### src/rtl/period_meter.sv
// ---------------------------------------------------------------------------------------------
// period_meter
//
// Measures the period and high time of a slow, asynchronous digital input in clk cycles. The
// input is synchronised, rising edges are detected, and each complete period between two rising
// edges is published on period/high_time together with a one-cycle valid strobe. The first,
// partial period after enabling is always discarded. A period that does not fit in COUNT_WIDTH
// bits sets the sticky overflow flag and re-arms the measurement.
//
// Parameters:
//   COUNT_WIDTH  width of the cycle counters and of all count outputs
//   SYNC_STAGES  input synchroniser depth, legal range 2..4
//
// Ports:
//   clk         system clock, rising edge
//   rst_n       asynchronous active-low reset
//   en          measurement enable; low returns to idle and clears overflow
//   sig_in      asynchronous signal under measurement
//   period      clk cycles between the last two rising edges of sig_in
//   high_time   clk cycles sig_in was high within that period
//   period_min  smallest period since leaving idle   (PERIOD_METER_MINMAX_EN only)
//   period_max  largest period since leaving idle    (PERIOD_METER_MINMAX_EN only)
//   valid       one-cycle pulse when period/high_time update
//   overflow    sticky: a counter saturated before the next rising edge
//
// Build option:
//   PERIOD_METER_MINMAX_EN  when defined, adds period_min/period_max tracking.
// ---------------------------------------------------------------------------------------------

module period_meter #(
   parameter int unsigned COUNT_WIDTH = 16,
   parameter int unsigned SYNC_STAGES = 2
) (
   input  logic                   clk,
   input  logic                   rst_n,
   input  logic                   en,
   input  logic                   sig_in,
   output logic [COUNT_WIDTH-1:0] period,
   output logic [COUNT_WIDTH-1:0] high_time,
`ifdef PERIOD_METER_MINMAX_EN
   output logic [COUNT_WIDTH-1:0] period_min,
   output logic [COUNT_WIDTH-1:0] period_max,
`endif
   output logic                   valid,
   output logic                   overflow
);

   localparam logic [COUNT_WIDTH-1:0] CntOne = COUNT_WIDTH'(1);

   typedef enum logic [1:0] {
      StIdle,
      StArmed,
      StMeasure
   } state_e;

   // ------------------------------------------------------------------------------------------
   // Synchroniser and rising-edge detect
   // ------------------------------------------------------------------------------------------
   logic [SYNC_STAGES-1:0] sync_q;
   logic                   s;
   logic                   prev_q;
   logic                   rise_q;

   assign s = sync_q[SYNC_STAGES-1];

   always_ff @(posedge clk or negedge rst_n) begin
      if (!rst_n) begin
         sync_q <= '0;
      end else begin
         sync_q <= {sync_q[SYNC_STAGES-2:0], sig_in};
      end
   end

   // rise is registered so the FSM sees it in the same cycle as prev_q, which then carries the
   // level of the cycle the edge belongs to; high-time accumulation uses prev_q for that reason.
   always_ff @(posedge clk or negedge rst_n) begin
      if (!rst_n) begin
         prev_q <= 1'b0;
         rise_q <= 1'b0;
      end else begin
         prev_q <= s;
         rise_q <= s & ~prev_q;
      end
   end

   // ------------------------------------------------------------------------------------------
   // Measurement FSM
   // ------------------------------------------------------------------------------------------
   state_e                 state_q, state_d;
   logic [COUNT_WIDTH-1:0] cnt_q, cnt_d;
   logic [COUNT_WIDTH-1:0] hcnt_q, hcnt_d;
   logic [COUNT_WIDTH-1:0] period_q, period_d;
   logic [COUNT_WIDTH-1:0] high_q, high_d;
   logic                   valid_q, valid_d;
   logic                   ovf_q, ovf_d;

   always_comb begin
      state_d  = state_q;
      cnt_d    = cnt_q;
      hcnt_d   = hcnt_q;
      period_d = period_q;
      high_d   = high_q;
      valid_d  = 1'b0;
      ovf_d    = ovf_q;

      if (!en) begin
         // Disable wins over everything, including a rise in the same cycle.
         state_d = StIdle;
         cnt_d   = '0;
         hcnt_d  = '0;
         ovf_d   = 1'b0;
      end else begin
         unique case (state_q)
            StIdle: begin
               cnt_d   = '0;
               hcnt_d  = '0;
               state_d = StArmed;
            end

            StArmed: begin
               // Anything before the first rise is a partial period and is thrown away.
               if (rise_q) begin
                  cnt_d   = CntOne;
                  hcnt_d  = CntOne;
                  state_d = StMeasure;
               end else begin
                  cnt_d   = '0;
                  hcnt_d  = '0;
               end
            end

            StMeasure: begin
               if (rise_q) begin
                  // Rise takes priority over saturation, so a full-scale period is still stored.
                  period_d = cnt_q;
                  high_d   = hcnt_q;
                  valid_d  = 1'b1;
                  cnt_d    = CntOne;
                  hcnt_d   = CntOne;
               end else if (cnt_q == '1) begin
                  ovf_d   = 1'b1;
                  state_d = StArmed;
               end else begin
                  cnt_d = cnt_q + CntOne;
                  if (prev_q) begin
                     hcnt_d = hcnt_q + CntOne;
                  end
               end
            end

            default: begin
               state_d = StIdle;
            end
         endcase
      end
   end

   always_ff @(posedge clk or negedge rst_n) begin
      if (!rst_n) begin
         state_q  <= StIdle;
         cnt_q    <= '0;
         hcnt_q   <= '0;
         period_q <= '0;
         high_q   <= '0;
         valid_q  <= 1'b0;
         ovf_q    <= 1'b0;
      end else begin
         state_q  <= state_d;
         cnt_q    <= cnt_d;
         hcnt_q   <= hcnt_d;
         period_q <= period_d;
         high_q   <= high_d;
         valid_q  <= valid_d;
         ovf_q    <= ovf_d;
      end
   end

   assign period    = period_q;
   assign high_time = high_q;
   assign valid     = valid_q;
   assign overflow  = ovf_q;

`ifdef PERIOD_METER_MINMAX_EN
   // ------------------------------------------------------------------------------------------
   // Min/max period tracking
   // ------------------------------------------------------------------------------------------
   logic                   first_q, first_d;
   logic [COUNT_WIDTH-1:0] min_q, min_d;
   logic [COUNT_WIDTH-1:0] max_q, max_d;

   always_comb begin
      first_d = first_q;
      min_d   = min_q;
      max_d   = max_q;

      if (!en || state_q == StIdle) begin
         // Any pass through idle makes the next stored period the new baseline.
         first_d = 1'b1;
      end else if (valid_d) begin
         if (first_q) begin
            min_d   = cnt_q;
            max_d   = cnt_q;
            first_d = 1'b0;
         end else begin
            if (cnt_q < min_q) begin
               min_d = cnt_q;
            end
            if (cnt_q > max_q) begin
               max_d = cnt_q;
            end
         end
      end
   end

   always_ff @(posedge clk or negedge rst_n) begin
      if (!rst_n) begin
         first_q <= 1'b1;
         min_q   <= '0;
         max_q   <= '0;
      end else begin
         first_q <= first_d;
         min_q   <= min_d;
         max_q   <= max_d;
      end
   end

   assign period_min = min_q;
   assign period_max = max_q;
`endif

endmodule

### config.mk
export PLATFORM = sky130hd
export DESIGN_NAME = period_meter
export DESIGN_NICKNAME = d
export VERILOG_FILES = /design/src/rtl/period_meter.sv
export SDC_FILE = /design/constraint.sdc
export NUM_CORES = 1
export LEC_CHECK = 0
export CAP_MARGIN = 30
export CORE_MARGIN = 4
export CORE_UTILIZATION = 30
export CTS_CLUSTER_SIZE = 20
export DETAILED_ROUTE_END_ITERATION = 12
export PLACE_DENSITY = 0.56
export SLEW_MARGIN = 15
export SYNTH_ARGS = -nofsm -noshare
export SYNTH_HDL_FRONTEND = slang
export SYNTH_SLANG_ARGS = --single-unit
### constraint.sdc
create_clock -name clk -period 2.49 [get_ports clk]
set_input_delay 0.6225 -clock clk [delete_from_list [all_inputs] [get_ports clk]]
set_output_delay 0.6225 -clock clk [all_outputs]
set_load 0.02 [all_outputs]
; Word level (Yosys, flattened, before mapping)
; Cells that the tools add are included.
[totals]
reg_bits = 72
latchBits = 0
ramBits = 0
rom_bits = 0
input_bits = 4
output_inout_bits = 34
elab_cells = 54
n_memories = 0
[op_classes]
add_sub_neg = 2
multipliers = 0
n_div = 0
order_cmp = 0
n_eq_ne = 12
shifts = 0
mux = 22
bitwise = 2
reduce_logical = 6
[ops]
columns = cell, count
row1 = $mux W16, 7
row2 = $pmux W16 S3, 2
row3 = $add A16 B1 Y16 const B, 2
row4 = $eq A16 B16 Y1 const B, 1
row5 = $reduce_and A3 Y1, 4
row6 = $ne A3 B3 Y1 const B, 3
row7 = $mux W1, 8
row8 = $mux W2, 4
row9 = $ne A4 B4 Y1 const B, 2
row10 = $pmux W2 S3, 1
row11 = $ne A2 B1 Y1 const B, 2
row12 = $ne A4 B1 Y1 const B, 1
row13 = $eq A2 B1 Y1 const B, 1
row14 = $eq A2 B2 Y1 const B, 1
row15 = $logic_not A2 Y1, 1
row16 = $ne A2 B2 Y1 const B, 1
row17 = $reduce_and A2 Y1, 1
row18 = $and A1 B1 Y1, 1
row19 = $not A1 Y1, 1

; Depth between registers and ports, before layout
; Gate-level depths: netlist (run 1).
[depth]
word_depth = 6
ltp_mapped = 9
depth_no_buf = 7

; Worst setup path after synthesis (run 1)
; OpenSTA, ideal clock, no wires.
[synth_path]
path_kind = flip-flop to flip-flop
startpoint = reg state_q[0]
endpoint = reg hcnt_q[13]
setup_time_ns = 0.119
arrival_ns = 2.154
required_time_ns = 2.371
setup_slack_ns = 0.217
path_stages_with_launch = 9
n_path_buf = 2
synth_period_minus_slack_ns = 2.273
cell_sequence = dfrtp_1 inv_1 ha_1 or4b_2 clkbuf_1 a31oi_4 buf_2 nor3_1 o21a_1
[synth_via]
elab_chain_cells = 3
word_cells_on_any_way = 9
classes_between = eq/ne: 5 / mux: 2 / reduce/logical: 2
[synth_lines]
columns = element, line
row1 = from (decl), 89  ; state_e state_q, state_d;
row2 = from (signal assigned), 160  ; state_q <= StIdle;
row3 = from (signal assigned), 168  ; state_q <= state_d;
row4 = "$eq A2 B2 Y1, or another cell as far along", 113  ; unique case (state_q)
row5 = "$ne A4 B4 Y1 (no line), or another cell as far along", --
row6 = $reduce_and A3 Y1 (no line) or $mux W16 (tied branches), --
row7 = to (signal assigned), 170  ; hcnt_q <= hcnt_d;
row8 = to (decl), 91  ; logic [COUNT_WIDTH-1:0] hcnt_q, hcnt_d;
; Several ways; a longest one is shown, not always the timed one.
; A chain may end at the register's enable or synchronous reset.

; Worst setup path after layout (run 1)
[layout_path]
startpoint = reg state_q[0]
endpoint = reg hcnt_q[6]
; The elaborated chain is that of the path after synthesis.

==> summary.txt, run 1 <==
Logic synthesis
  – Fraction of registers with async set/reset: between 90% and 100%
  – Synth Area per Inst: 10.6 um^2
  – Post-synthesis sequential area ratio: 52.3%
  – Yosys warning count: 0
  – Main synth FF type: dfrtp_1
  – Syn_nets: 336
  – Post-Synthesis Cells: 326
  – #FFs+latches synth: 72
  – Mapped cell area: between 0.003 and 0.004 mm^2
  – Netlist cell types: 50
  – Post-synth EDFFs: 0

Route
  – 1st-iter DRT viols: 182
  – Via count: approximately 2.7k
  – Avg WL per Cell: 14.9 um
  – Vias per cell: ~5.2
  – DRC viols: 0
  – Drt first pass iters: 4
  – Final wirelength: 7830 um
  – Post-route ant nets: 0

Die
  – Die height: 115 um
  – Site Rows: 38
  – Core area: 0.0110 mm^2
  – Die area: 0.0133 mm^2
  – Die Width: 115 um
  – Initial core utilization: between 30% and 40%
  – # IOs: 38

Power
  – Sequential Power Share: roughly 39%
  – Clock power share: 48.7%
  – Pleak: 1.93 nW
  – Pwr/cell area: 704 mW/mm^2
  – Gate power share: 12.7%
  – Sw Share: 24.9%
  – Internal: 2.36 mW
  – Peak VDD IR: just under 0.0004 V
  – Switching Power: 780 uW
  – Total power: around 3.1 mW

GRT
  – Initial antenna violation count: 0
  – First-pass GRT wire length: between 10000 and 15000 um
  – GRT overflow: 0
  – Largest net degree at the start of global routing: 73
  – Total Routing Usage GR: 13.2%
  – Number of global-route vias before repair: 2721

Clock network
  – Post_cts resized: 0
  – Hold Buf Count CTS: 0
  – CTS tree: built
  – Root buffer cell: clkbuf_16
  – Clk Latency, worst-skew pair: 0.34 ns
  – CTS buffer count: 9
  – Setup Fix Bufs, Post-CTS: 0
  – Clock-pin slew on the worst setup and hold paths: around 0.060 ns
  – CTS max path bufs: 2
  – H-tree levels: 3
  – Clock Sinks: 72

Timing
  – Final setup skew: between 0.007 and 0.008 ns
  – Slew Viols, Final: 0
  – Hold Vio Cnt, Final: 0
  – Fmax: 434 MHz
  – # setup viols final: 0
  – Final worst-path cycle share: about 92%
  – Min Tclk post-route: around 2.3 ns
  – Slew @ Worst Pin: 0.568 ns
  – RSZ-0062 raised after global routing: no
  – Slew Limit Headroom: 62.0%

Run
  – # Max-Cap Violations: 0

Worst setup path
  – Crit Path Class: reg -> reg
  – Worst path max stage delay: between 0.7 and 0.8 ns
  – Crit path DAT: 2.54 ns
  – Worst Path Required: 2.73 ns
  – Crit path max fanout: 6
  – Crit Reg-Reg Endpoint: hcnt_q[6]
  – Number of cells on the worst reg-to-reg path: 6
  – R2R setup slack: 0.19 ns
  – Critical Path, Cell by Cell: inv_1 > ha_1 > or4b_2 > a41o_1 > a211o_1 > o311ai_1
  – Reg2reg start: state_q[0]
  – Worst Setup End Kind: flop
  – Slowest CP cell: or4b_2
  – CP Launch Type: flop

Placed design
  – Gp weighted congestion: 0.859
  – Dpl hpwl: 5400 um
  – I/O Buffers: 37

Final layout
  – Antenna Cells: 0
  – Post-layout util: 40.4%
  – Reg area: around 0.0018 mm^2
  – NumNets Final: 391
  – Fillers: 1082
  – Area Growth Syn to Fin: 29.3%
  – Most frequent cells in the layout: dfrtp_1, clkdlybuf4s50_1, nand2_1, mux2_2
  – Share of post-route cells with drive strength above 1: 18.9%
  – Commonest non-fill, non-tap cell in the layout: dfrtp_1
  – Multi-input logic area: around 0.0015 mm^2

Worst hold path
  – Min-delay worst type: in -> async

Run status
  – Run status: complete, no violations
-- worst max-delay path by stage --
stage | start | end | slack, ns | cells past startpoint
global placement | en | hcnt_q[6] | -0.06 | 5
detailed placement | en | hcnt_q[6] | -0.11 | 5
floorplan | state_q[0] | hcnt_q[13] | 0.22 | 8
finish | state_q[0] | hcnt_q[6] | 0.19 | 6
global route | state_q[0] | cnt_q[13] | 0.06 | 8
CTS | state_q[0] | hcnt_q[6] | 0.20 | 6
-- synthesized netlist by cell type (3+ instances only) --
cell / instances / share of area (%)
nand4_1: 8 / 1.5
a21oi_1: 11 / 1.6
mux2_2: 30 / 9.8
clkbuf_1: 9 / 0.98
o211ai_1: 3 / 0.65
and3_1: 6 / 1.1
nor3_1: 4 / 0.58
nor2_1: 20 / 2.2
a211o_1: 3 / 0.76
or3_1: 3 / 0.54
nand2_1: 32 / 3.5
nor4_1: 4 / 0.73
ha_1: 6 / 2.2
or4_1: 6 / 1.3
o31ai_1: 3 / 0.65
a31oi_1: 7 / 1.3
dfrtp_1: 72 / 52
inv_1: 11 / 1.2
o21ai_0: 23 / 3.3
nand3_1: 23 / 3.3
xor2_1: 6 / 1.5
-- kinds of logic (layout without fill, tap and decap cells) --
kind of cell,count (synthesis),count (layout),share of synthesized area (%)
simple gates,121,121,18.3
buf+inv,24,84,3.01
flops,72,72,52.3
xor+xnor,8,8,2.03
fa+ha+maj,6,6,2.18
compound gates,65,65,12.3
mux,30,30,9.81
-- power by group through the flow --
| stage | Sequential, mW | Clock [mW] | Combinational, mW |
|---|---|---|---|
| detailed placement | 1.23 | 0 | 0.404 |
| global route | 1.21 | 1.62 | 0.446 |
| floorplan | 1.23 | 0 | 0.239 |
| finish | 1.21 | 1.53 | 0.399 |
| CTS | 1.21 | 1.57 | 0.404 |
| global placement | 1.23 | 0 | 0.396 |
-- flip-flops by register name, summed over array words and instances (netlist names) --
name / flops
cnt_q: 16
hcnt_q: 16
high_time: 16
period: 16
state_q: 2
sync_q: 2
overflow: 1
prev_q: 1
rise_q: 1
valid: 1
-- stage by stage --
stage / worst slack (ns) / cell area [um^2] / hold WS [ns] / std cells / TNS (ns)
after detailed placement: -0.107 / 4100 / 0.336 / 510 / -0.716
after floorplan: 0.217 / 3440 / 0.327 / 326 / 0
after global routing: 0.0648 / 4450 / 0.342 / 526 / 0
after global placement: -0.0646 / 4100 / 0.333 / 510 / -0.406
final: 0.188 / 4450 / 0.298 / 526 / 0
after CTS: 0.196 / 4450 / 0.313 / 526 / 0
-- final cells by class --
cell class	count	share of cell area, %
flip-flops and latches	72	40.5
multi-input cells	230	34.6
repair buffers	57	12.1
clock buffers	11	5.68
well taps	140	3.93
clock inverters	5	2.30
inverters	11	0.927
-- routing by layer --
metal | vias to the layer above | GRT usage (%) | routed length, um
li1 | 1313 | - | -
met1 | 1326 | 18.8 | 3830
met2 | 63 | 18.4 | 3450
met3 | 13 | 2.84 | 336
met4 | 0 | 7.75 | 217
met5 | - | 0 | 0
-- critical path: cells and delay by family (launching register included) --
kind	cells	cell delay (ns)
compound gates	3	0.64
fa+ha+maj	1	0.27
buf+inv	1	0.09
flops	1	0.45
simple gates	1	0.74
(Power assumes the default switching activity.)
==> run 2, diff against run 1 <==
--- a/config.mk
+++ b/config.mk
@@ -10,7 +10,6 @@
 export CORE_UTILIZATION = 30
 export CTS_CLUSTER_SIZE = 20
 export DETAILED_ROUTE_END_ITERATION = 12
-export PLACE_DENSITY = 0.56
 export SLEW_MARGIN = 15
 export SYNTH_ARGS = -nofsm -noshare
 export SYNTH_HDL_FRONTEND = slang
==> summary.txt, run 2 (same netlist as run 1, synthesis figures left out) <==
GRT
  – Largest net degree at the start of global routing: 36
  – Initial antenna violation count: 0
  – First-pass GRT wire length: 13400 um
  – Total Routing Usage GR: 12.8%
  – Number of global-route vias before repair: approximately 2.7k
  – GRT overflow: 0

Timing
  – Slew Limit Headroom: 61.3%
  – Slew @ Worst Pin: 0.581 ns
  – RSZ-0062 raised after global routing: no
  – Final setup skew: around 0.0045 ns
  – Min Tclk post-route: 2.29 ns
  – # setup viols final: 0
  – Slew Viols, Final: 0
  – Final worst-path cycle share: 92.1%
  – Fmax: roughly 440 MHz
  – Setup ws final: between 0.15 and 0.2 ns
  – Hold Vio Cnt, Final: 0

Final layout
  – Area Growth Syn to Fin: 28.2%
  – Post-layout util: 40.0%
  – Multi-input logic area: 0.00154 mm^2
  – Antenna Cells: 0
  – Post-route cell area: 0.00442 mm^2
  – NumNets Final: 395
  – Non-filler cells, final: 530
  – Share of post-route cells with drive strength above 1: between 10% and 20%
  – Commonest non-fill, non-tap cell in the layout: dfrtp_1
  – Most frequent cells in the layout: dfrtp_1, clkdlybuf4s50_1, nand2_1, mux2_2
  – Reg area: 0.00180 mm^2
  – Fillers: 1091

Placed design
  – Place WS: -0.117 ns
  – Dpl hpwl: 5650 um
  – I/O Buffers: 37
  – Placed cells: approximately 500
  – Cell area after placement: 0.00412 mm^2
  – Gp weighted congestion: 0.799

Die
  – Die area: 0.0133 mm^2
  – Initial core utilization: 31.2%
  – Core area: 0.0110 mm^2
  – Die Width: about 120 um
  – # IOs: 38
  – Site Rows: 38
  – Die height: 115 um

Worst setup path
  – Crit Path Class: reg -> reg
  – Worst Path Required: 2.72 ns
  – CP Capture Point: hcnt_q[6]
  – Crit Reg-Reg Endpoint: hcnt_q[6]
  – CP Launch Type: flop
  – Crit path max fanout: 6
  – Worst Setup End Kind: flop
  – R2R setup slack: between 0.15 and 0.2 ns
  – Crit path DAT: roughly 2.5 ns
  – Reg2reg start: state_q[0]
  – Number of cells on the worst reg-to-reg path: 6
  – CP startpoint: state_q[0]

Clock network
  – Clock Sinks: 72
  – CTS tree: built
  – Hold Buf Count CTS: 0
  – Root buffer cell: clkbuf_16
  – Post_cts resized: 0
  – Clock-pin slew on the worst setup and hold paths: 0.05 ns
  – H-tree levels: 3
  – CTS max path bufs: 2
  – CTS buffer count: 9
  – Setup Fix Bufs, Post-CTS: 0
  – Clk Latency, worst-skew pair: 0.33 ns

Power
  – Pwr/cell area: 658 mW/mm^2
  – Pleak: 1.92 nW
  – Total power: between 2 and 3 mW
  – Peak VDD IR: 0.000273 V

Route
  – Final wirelength: 7800 um
  – Drt first pass iters: 4
  – Post-route ant nets: 0
  – DRC viols: 0
  – Avg WL per Cell: 14.7 um
  – Vias per cell: ~5.1
  – Via count: 2709
  – 1st-iter DRT viols: 186

Run status
  – Run status: complete, no violations

Run
  – # Max-Cap Violations: 0

Worst hold path
  – Min-delay worst type: in -> async
## run 2: area by class of cell
| type | instances | share of cell area, % |
|---|---|---|
| tap | 140 | 3.97 |
| clock buffer | 13 | 5.89 |
| sequential | 72 | 40.8 |
| clock inverter | 3 | 0.907 |
| inverter | 11 | 0.935 |
| multi-input combinational | 230 | 34.9 |
| timing repair buffer | 61 | 12.6 |
## run 2: critical path: stages, from the launching register on
cell and delay [ns]:
dfrtp_1 0.45, inv_1 0.09, ha_1 0.22, or4b_2 0.78, a41o_1 0.31, a211o_1 0.27
o311ai_1 0.07
## run 2: how the worst min path moves through the flow
stage                    from    endpoint  slack [ns]  cells past startpoint
CTS                     rst_n   cnt_q[15]        0.30                      1
global placement    sync_q[0]   sync_q[1]        0.33                      0
detailed placement  sync_q[0]   sync_q[1]        0.34                      0
finish                  rst_n  period[10]        0.28                      1
floorplan               rst_n    cnt_q[0]        0.33                      0
global route            rst_n   period[7]        0.33                      1
## run 2: through the flow
step | hold slack (ns) | setup TNS, ns
3_5_place_dp | 0.342 | -0.926
3_3_place_gp | 0.333 | -0.615
6_report | 0.284 | 0
4_1_cts | 0.296 | 0
2_1_floorplan | 0.327 | 0
5_1_grt | 0.328 | 0
## run 2: routing by layer
metal / routed length (um) / global-route usage [%] / part of all wire (%)
met2: 3440 / 18.4 / 44
met1: 3820 / 17.8 / 49
met3: 363 / 3.53 / 4.7
met4: 175 / 6.26 / 2.2
met5: 0 / 0 / 0
## run 2: power breakdown
group / total [mW] / leakage, nW / internal [mW] / switching [mW]
clock network: 1.29 / 0.150 / 0.827 / 0.459
registers: 1.21 / 0.996 / 1.19 / 0.0243
logic: 0.409 / 0.772 / 0.148 / 0.262
total: 2.91 / 1.92 / 2.16 / 0.745
